### src/rtl/fpu_seq_pkg.sv
// Shared types and constants for the fpu issue/return sequencer.
package fpu_seq_pkg;

  localparam int SEQ_TAG_W = 4;
  localparam int SEQ_OP_W  = 2;

  typedef enum logic [1:0] {
    OP_ADD = 2'd0,
    OP_SUB = 2'd1,
    OP_MUL = 2'd2,
    OP_DIV = 2'd3
  } fpu_op_e;

  localparam logic [31:0] FP_ONE   = 32'h3F80_0000;
  localparam logic [31:0] FP_TWO   = 32'h4000_0000;
  localparam logic [31:0] FP_THREE = 32'h4040_0000;

  typedef struct packed {
    logic                 valid;
    logic [SEQ_TAG_W-1:0] tag;
    logic [SEQ_OP_W-1:0]  op;
  } inflight_t;

endpackage

### src/rtl/seq_fifo.sv
// Synchronous FIFO with occupancy count; push and pop may coincide at any fill level.
module seq_fifo #(
  parameter int W     = 38,
  parameter int DEPTH = 4,
  parameter int CW    = $clog2(DEPTH + 1)
) (
  input  logic          clk,
  input  logic          rst_n,
  input  logic          push,
  input  logic          pop,
  input  logic [W-1:0]  wdata,
  output logic [W-1:0]  rdata,
  output logic          full,
  output logic          empty,
  output logic [CW-1:0] count
);

  localparam int PW = (DEPTH > 1) ? $clog2(DEPTH) : 1;

  logic [W-1:0]  mem [DEPTH];
  logic [PW-1:0] wr_ptr;
  logic [PW-1:0] rd_ptr;

  function automatic logic [PW-1:0] ptr_inc(input logic [PW-1:0] p);
    return (p == PW'(DEPTH - 1)) ? '0 : p + PW'(1);
  endfunction

  assign full  = (count == CW'(DEPTH));
  assign empty = (count == '0);
  assign rdata = mem[rd_ptr];

  // Storage is cleared so the response bus reads zero after reset.
  always_ff @(posedge clk or negedge rst_n) begin
    if (!rst_n) begin
      for (int i = 0; i < DEPTH; i++) mem[i] <= '0;
      wr_ptr <= '0;
      rd_ptr <= '0;
      count  <= '0;
    end else begin
      if (push) begin
        mem[wr_ptr] <= wdata;
        wr_ptr      <= ptr_inc(wr_ptr);
      end
      if (pop) rd_ptr <= ptr_inc(rd_ptr);
      count <= count + CW'(push) - CW'(pop);
    end
  end

endmodule

### src/rtl/fpu_issue_seq.sv
// Issue/return sequencer around a fixed-latency fpu: credit-based admission,
// shadow pipeline tracking tag/op, and a response FIFO with backpressure.
module fpu_issue_seq
  import fpu_seq_pkg::*;
#(
  parameter int LATENCY   = 3,
  parameter int RSP_DEPTH = 4,
  parameter int TAG_W     = SEQ_TAG_W,
  parameter int OP_W      = SEQ_OP_W
) (
  input  logic             clk,
  input  logic             rst_n,
  input  logic             req_valid,
  output logic             req_ready,
  input  logic [31:0]      req_a,
  input  logic [31:0]      req_b,
  input  logic [OP_W-1:0]  req_op,
  input  logic [TAG_W-1:0] req_tag,
  output logic [31:0]      fpu_a,
  output logic [31:0]      fpu_b,
  output logic [OP_W-1:0]  fpu_opcode,
  input  logic [31:0]      fpu_o,
  output logic             rsp_valid,
  input  logic             rsp_ready,
  output logic [31:0]      rsp_result,
  output logic [TAG_W-1:0] rsp_tag,
  output logic [OP_W-1:0]  rsp_op,
  output logic             busy,
  output logic [15:0]      cnt_issued,
  output logic [15:0]      cnt_done
);

  localparam int OCC_W = $clog2(RSP_DEPTH + 1);
  localparam int FW    = 32 + TAG_W + OP_W;
  localparam logic [OCC_W:0] DEPTH_V = (OCC_W + 1)'(RSP_DEPTH);

  typedef struct packed {
    logic             valid;
    logic [TAG_W-1:0] tag;
    logic [OP_W-1:0]  op;
  } stage_t;

  stage_t             sh [LATENCY];
  logic [LATENCY-1:0] sh_valid;
  logic [OCC_W-1:0]   inflight_cnt;
  logic [OCC_W-1:0]   fifo_count;
  logic [OCC_W:0]     occ;
  logic [OCC_W:0]     occ_next;
  logic               accept;
  logic               push;
  logic               pop;
  logic               fifo_full;
  logic               fifo_empty;
  logic [FW-1:0]      fifo_wdata;
  logic [FW-1:0]      fifo_rdata;

  assign accept     = req_valid & req_ready;
  assign push       = sh[LATENCY-1].valid;
  assign rsp_valid  = ~fifo_empty;
  assign pop        = rsp_valid & rsp_ready;
  assign fifo_wdata = {fpu_o, sh[LATENCY-1].tag, sh[LATENCY-1].op};
  assign {rsp_result, rsp_tag, rsp_op} = fifo_rdata;

  // Occupancy is built from registers only; a completion moves an op from
  // the pipeline to the FIFO without changing the total.
  assign occ      = {1'b0, inflight_cnt} + {1'b0, fifo_count};
  assign occ_next = occ + (OCC_W + 1)'(accept) - (OCC_W + 1)'(pop);

  always_comb begin
    sh_valid = '0;
    for (int i = 0; i < LATENCY; i++) sh_valid[i] = sh[i].valid;
  end

  always_ff @(posedge clk or negedge rst_n) begin
    if (!rst_n) begin
      fpu_a        <= '0;
      fpu_b        <= '0;
      fpu_opcode   <= '0;
      for (int i = 0; i < LATENCY; i++) sh[i] <= '0;
      inflight_cnt <= '0;
      req_ready    <= 1'b0;
      busy         <= 1'b0;
      cnt_issued   <= '0;
      cnt_done     <= '0;
    end else begin
      if (accept) begin
        fpu_a      <= req_a;
        fpu_b      <= req_b;
        fpu_opcode <= req_op;
      end
      sh[0] <= {accept, req_tag, req_op};
      for (int i = 1; i < LATENCY; i++) sh[i] <= sh[i-1];
      inflight_cnt <= inflight_cnt + OCC_W'(accept) - OCC_W'(push);
      req_ready    <= (occ_next < DEPTH_V);
      busy         <= (occ_next != '0);
      if (accept) cnt_issued <= cnt_issued + 16'd1;
      if (pop)    cnt_done   <= cnt_done + 16'd1;
    end
  end

  seq_fifo #(
    .W     (FW),
    .DEPTH (RSP_DEPTH),
    .CW    (OCC_W)
  ) u_fifo (
    .clk   (clk),
    .rst_n (rst_n),
    .push  (push),
    .pop   (pop),
    .wdata (fifo_wdata),
    .rdata (fifo_rdata),
    .full  (fifo_full),
    .empty (fifo_empty),
    .count (fifo_count)
  );

endmodule

### config.mk
export PLATFORM = sky130hd
export DESIGN_NAME = fpu_issue_seq
export DESIGN_NICKNAME = d
export VERILOG_FILES = /design/src/rtl/fpu_seq_pkg.sv /design/src/rtl/seq_fifo.sv /design/src/rtl/fpu_issue_seq.sv
export SDC_FILE = /design/constraint.sdc
export NUM_CORES = 1
export LEC_CHECK = 0
export BUFFER_PORTS_ARGS = -buffer_cell sky130_fd_sc_hd__buf_2
export CORE_AREA = 2 2 219 221
export DETAILED_ROUTE_END_ITERATION = 8
export DIE_AREA = 0 0 221 223
export SLEW_MARGIN = 20
export SYNTH_ARGS = -nofsm -noshare
export SYNTH_HDL_FRONTEND = slang
export SYNTH_SLANG_ARGS = --single-unit
### constraint.sdc
create_clock -name clk -period 5.3 [get_ports clk]
set_input_delay 0 -clock clk [delete_from_list [all_inputs] [get_ports clk]]
set_output_delay 0 -clock clk [all_outputs]
set_load 0.005 [all_outputs]
; After elaboration in Yosys (flattened, before gate mapping)
; Cells that the tools add are included.
[totals]
regBits = 283
input_bits = 106
output_inout_bits = 139
[classes]
n_addsub = 11
order_cmp = 4
eq_ne = 2
n_mux = 8
n_bitwise = 5
n_reduce_logical = 3
[op_table]
columns = operator, n
row1 = bitwise mux 152 bit, 1
row2 = 2-to-1 mux 38 bit, 3
row3 = binary-select mux 38 bit (select 2 bit), 1
row4 = demux 38 bit (select 2 bit), 1
row5 = "adder 16 x 1 -> 16 bit, second input constant", 2
row6 = adder 3 x 1 -> 3 bit, 2
row7 = "greater-or-equal comparator 3 bit, second input constant", 2
row8 = inverter 2 -> 3 bit, 2
row9 = subtractor 3 x 1 -> 3 bit, 2
row10 = "adder 2 x 1 -> 2 bit, second input constant", 2
row11 = adder 3 x 3 -> 4 bit, 1
row12 = adder 4 x 1 -> 4 bit, 1
row13 = "== test 2 bit, second input constant", 2
row14 = "< comparator 4 x 3 -> 1 bit, second input constant", 1
row15 = 2-to-1 mux 2 bit, 2
row16 = nonzero test 4 bit, 1
row17 = subtractor 4 x 1 -> 4 bit, 1
row18 = logical NOT 3 bit, 1
row19 = "< comparator 3 x 1 -> 1 bit, second input constant", 1
row20 = AND 1 bit, 2
row21 = logical AND 1 bit, 1
row22 = inverter 1 bit, 1

; Logic depth before layout (Yosys ltp)
[logic_depth]
word_depth = 6
mapped_depth = 9
mapped_depth_nobuf = 9

; By module
; A second synthesis with hierarchy kept.
[hier_totals]
hier_cells = 724
hier_area_um2 = 12090.3
[modules_own_cells]
columns = mod, n_inst, cells_per_inst, area_per_inst_um2, seq_area_each_um2
row1 = seq_fifo, 1, 403, 7287.0, 3978.8
row2 = fpu_issue_seq, 1, 321, 4803.4, 3103.0

; Worst setup path after synthesis
; No wires, ideal clock.
[synth_timing]
path_type = register -> register
start = reg u_fifo.count[2]
end = reg req_ready
arrival_time_ns = 2.376
required_time_ns = 5.173
slack_ns = 2.796
path_stages_with_launch = 9
n_path_buf = 0
period_less_slack_ns = 2.504
path_cell_list = dfrtp_1 o31ai_4 inv_2 ha_1 fa_1 fa_1 nand2_1 nor2_1 or2_2
[synth_via]
elab_chain_cells = 5
[synth_rtl]
columns = item, line
row1 = start: declaration, seq_fifo.sv:15  ; output logic [CW-1:0] count
row2 = start signal: assignment, seq_fifo.sv:45  ; count <= count + CW'(push) - CW'(pop);
row3 = logical NOT 3 bit, seq_fifo.sv:29  ; assign empty = (count == '0);
row4 = inverter 1 bit, fpu_issue_seq.sv:59  ; assign rsp_valid = ~fifo_empty;
row5 = AND 1 bit, fpu_issue_seq.sv:60  ; assign pop = rsp_valid & rsp_ready;
row6 = net pop, fpu_issue_seq.sv:51  ; logic pop;
row7 = subtractor 4 x 1 -> 4 bit, fpu_issue_seq.sv:67  ; assign occ_next = occ + (OCC_W + 1)'(accept) - (OCC_W + 1)'(pop);
row8 = < comparator 4 x 3 -> 1 bit, fpu_issue_seq.sv:94  ; req_ready <= (occ_next < DEPTH_V);
row9 = end signal: assignment, fpu_issue_seq.sv:94
row10 = end: declaration, fpu_issue_seq.sv:14  ; output logic req_ready,
; The timed path passes the listed nets, and every way through them passes these cells.
; A chain may end at the register's enable or synchronous reset.

; Worst setup path in the final report
[layout_timing]
start = reg u_fifo.count[1]
end = reg req_ready
; The elaborated chain is that of the path after synthesis.

==> metrics.md <==
| Metric | Value |
|---|---|
| Status | `completed` |
| Synthesized instance count | `721` |
| Leakage power | `7.091 nW` |
| End of the worst register-to-register path | `req_ready$_DFF_PN0_` |
| CTS HTree Levels | `2` |
| Simple-gate portion of the synthesized area | `0.03252` |
| Critical path start-end classification | `reg2reg` |
| Ys flop type | `sky130_fd_sc_hd__dfrtp_1` |
| Power Dens Cells | `570.9 nW/um^2` |
| Final slew viol count | `0` |
| Worst-case clock buffer depth | `3` |
| Worst Hold Class | `in2async` |
| Worst reg2reg startpoint | `u_fifo.count[1]$_DFF_PN0_` |
| Detail-routed via count per cell | `4.196` |
| Final net count | `1,208` |
| Gate family responsible for the most delay along the worst path | `adder cells` |
| Worst-case clock skew | `0.01812 ns` |
| Arrival time reported for the critical path endpoint | `3.07 ns` |
| Floorplan Core Area | `47,150 sq um` |
| Number of buffers added by the clock tree synthesis step | `34` |
| Max cap viols | `0` |
| Final GP Congestion | `0.7087` |
| Internal reg-to-reg setup slack | `2.64 ns` |
| Yosys cell types | `34` |
| Die Span Y | `223 um` |
| Input/output buffers | `244` |
| Final setup fails | `0` |
| Post-synth EDFFs | `0` |
| GRT Overall Usage | `0.1158` |
| Most common cell after layout, fill and taps aside | `sky130_fd_sc_hd__dfrtp_1` |
| Critical path fanouts, max | `8` |
| Post-route insts no fill | `1,717` |
| Nature of the critical path endpoint | `register` |
| Slew at the pin closest to its max-slew limit | `0.9253 ns` |
| Proportion of synthesized area in mux cells | `0.2850` |
| Depth of the critical timing path with buffers and inverters included | `8` |
| Clock latency on the worst-skew pair | `0.53 ns` |
| Buffers inserted by post-CTS timing repair | `0` |
| Async SR Flop Fraction | `1.000` |
| Starting density of the core | `0.2472` |
| Post-synthesis instance area | `11,660 sq um` |
| 1st-iter DRT viols | `199` |
| Global-route wire length before repair | `45.12 mm` |
| Seq/Total Area, Yosys | `0.6076` |
| Total number of yosys warnings | `0` |
| Synth Area in Compound Gates | `0.005045` |
| Post-synthesis adder-cell area fraction | `0.02404` |
| Largest area contributor in the synthesized netlist | `sky130_fd_sc_hd__dfrtp_1` |
| Clock tree root buffer cell | `sky130_fd_sc_hd__clkbuf_16` |
| Remaining max-slew budget at the tightest pin | `0.3831` |
| Number of buffer and inverter stages on the critical path | `1` |
| CP Data Required Time | `5.71 ns` |
| Unrepaired setup endpoints after global routing | `false` |
| Layout overhead on the synthesized area | `35.64%` |
| Inst Count DP | `1,556` |
| Fillcell total | `4,560` |
| Post-cts gate resize count | `0` |
| Syn avg cell area | `16.17 sq um` |
| Number of nets with antenna violations after detailed routing | `0` |
| Post-synthesis share of cell area spent on xor and xnor gates | `0.02630` |
| Final routed wire length divided by cell count | `16.25 um` |
| Critical path's most frequent cell | `sky130_fd_sc_hd__fa_1` |
| Synth top area share | `0.6076` |
| Critical path startpoint category | `register` |
| Maximum ir drop on the vdd rail | `0.0002915 V` |
| Total negative slack for setup checks | `0 ns` |
| Number of buffers added to fix hold violations after cts | `105` |
| Number of optimization iterations in the first detailed-route pass | `4` |
| Initial antenna violation count | `1` |
| Number of global-route vias before repair | `8,216` |
| Clock tree from TritonCTS | `done` |
| Number of nets in the synthesized netlist | `847` |
| Crit path cell chain | `o31ai_4 > inv_2 > ha_1 > fa_1 > fa_1 > nand2_1 > nor2_1 > or2_2` |
| Highest Clock Rate | `376.6 MHz` |
| Fraction of layout instances using a drive strength above 1 | `0.5236` |
| Delay of the slowest critical-path stage | `0.44 ns` |
| Die area | `49,280 sq um` |
| Number of sinks handled by clock tree synthesis | `283` |
| Pin count of the biggest net entering global routing | `150` |
| Dpl hpwl | `17.26 mm` |
| Commonest non-fill, non-tap cells in the layout | `sky130_fd_sc_hd__dfrtp_1, sky130_fd_sc_hd__buf_2, sky130_fd_sc_hd__mux2_2, sky130_fd_sc_hd__dlygate4sd3_1, sky130_fd_sc_hd__mux4_2` |
| Final critical path time including I/O delays and setup | `2.655 ns` |
| Total number of vias | `7,204` |
| Top post-synthesis cells by area | `sky130_fd_sc_hd__dfrtp_1, sky130_fd_sc_hd__mux2_2, sky130_fd_sc_hd__mux4_2, sky130_fd_sc_hd__xnor2_1, sky130_fd_sc_hd__ha_1` |
| Site Rows | `80` |
| DRC viols | `0` |
| Number of antenna diodes | `0` |
| CTS clock-pin slew for the worst setup and hold paths | `0.06 ns` |
| Die width | `221 um` |
| Flop and latch count out of synthesis | `283` |
| Largest family of logic cells by synthesized area | `multiplexers` |
| Total overflow reported by the global router | `0` |
| Worst Reg-to-Reg Cells | `8` |
| Top-level I/O count | `245` |
| Share of the clock period used by the worst path | `0.5010` |
| Detailed Route WL | `27.91 mm` |
| Highest-delay cell along the critical path | `sky130_fd_sc_hd__fa_1` |
| Number of hold violations in the final report | `0` |
-- flip-flops by register name, summed over array words and instances (netlist names) --
signal	count
fpu_a	32
busy	1
fifo_wdata	6
u_fifo.wr_ptr	2
fpu_b	32
push	1
inflight_cnt	3
fpu_opcode	2
sh	14
cnt_issued	16
req_ready	1
cnt_done	16
u_fifo.count	3
u_fifo.mem	152
u_fifo.rd_ptr	2
-- cells in the mapped netlist, types with 2 or more instances --
cell / count
sky130_fd_sc_hd__and2_1: 2
sky130_fd_sc_hd__and4_1: 3
sky130_fd_sc_hd__buf_2: 29
sky130_fd_sc_hd__clkbuf_1: 3
sky130_fd_sc_hd__dfrtp_1: 283
sky130_fd_sc_hd__fa_1: 4
sky130_fd_sc_hd__ha_1: 16
sky130_fd_sc_hd__inv_1: 17
sky130_fd_sc_hd__inv_2: 2
sky130_fd_sc_hd__mux2_2: 219
sky130_fd_sc_hd__mux4_2: 38
sky130_fd_sc_hd__nand2_1: 22
sky130_fd_sc_hd__nand3_1: 10
sky130_fd_sc_hd__nand4_1: 11
sky130_fd_sc_hd__nor2_1: 6
sky130_fd_sc_hd__nor2_2: 2
sky130_fd_sc_hd__nor3_1: 3
sky130_fd_sc_hd__o21ai_0: 2
sky130_fd_sc_hd__xnor2_1: 28
sky130_fd_sc_hd__xor2_1: 7
-- report_power, final --
part | switching [mW] | internal (mW)
registers | 0.607 | 3.11
clock network | 0.927 | 1.51
logic | 1.09 | 1.78
total | 2.62 | 6.40
-- cell type report --
type / instances / area (sq um) / area share
repair buffers: 357 / 2355 / 0.1489
multi-input cells: 387 / 4357 / 0.2756
inverters: 19 / 71.32 / 0.004511
clock buffers: 43 / 945.9 / 0.05983
clock inverters: 13 / 225.2 / 0.01424
well taps: 615 / 769.5 / 0.04867
flip-flops and latches: 283 / 7087 / 0.4482
-- cells by family after synthesis --
| logic type | after synthesis |
|---|---|
| xor+xnor | 35 |
| mux | 257 |
| fa+ha+maj | 20 |
| compound gates | 7 |
| simple gates | 68 |
| buf+inv | 51 |
| flops | 283 |
-- worst max-delay path by stage --
stage                                         start                  end  slack, ns
after floorplan           u_fifo.count[2]$_DFF_PN0_  req_ready$_DFF_PN0_       2.80
after global placement    u_fifo.count[1]$_DFF_PN0_  req_ready$_DFF_PN0_       2.68
after detailed placement  u_fifo.count[1]$_DFF_PN0_       busy$_DFF_PN0_       2.64
after CTS                 u_fifo.count[1]$_DFF_PN0_  req_ready$_DFF_PN0_       2.63
after global routing      u_fifo.count[1]$_DFF_PN0_       busy$_DFF_PN0_       2.47
final                     u_fifo.count[1]$_DFF_PN0_  req_ready$_DFF_PN0_       2.64
-- per-layer routing --
layer | track usage | vias up | share of wire | wire length [um]
li1 | - | 3311 | - | -
met1 | 0.1336 | 3645 | 0.41 | 11410
met2 | 0.2009 | 210 | 0.50 | 13870
met3 | 0.04228 | 36 | 0.074 | 2059
met4 | 0.03399 | 2 | 0.020 | 553
met5 | 0 | - | 0.00047 | 13
-- stage by stage --
| stage | total power [mW] | hold slack (ns) | worst slack (ns) | utilization | area, sq um |
|---|---|---|---|---|---|
| after floorplan | 5.444 | -0.2956 | 2.796 | - | 11660 |
| after global placement | 6.517 | 0.07335 | 2.678 | 0.2882 | 13590 |
| after detailed placement | 6.623 | 0.07099 | 2.641 | 0.2882 | 13590 |
| after CTS | 9.214 | 0.07376 | 2.629 | 0.3354 | 15810 |
| after global routing | 9.654 | 0.09314 | 2.474 | 0.3354 | 15810 |
| final | 9.026 | 0.08902 | 2.645 | 0.3354 | 15810 |
No activity file was read; power rests on OpenSTA's default activity.
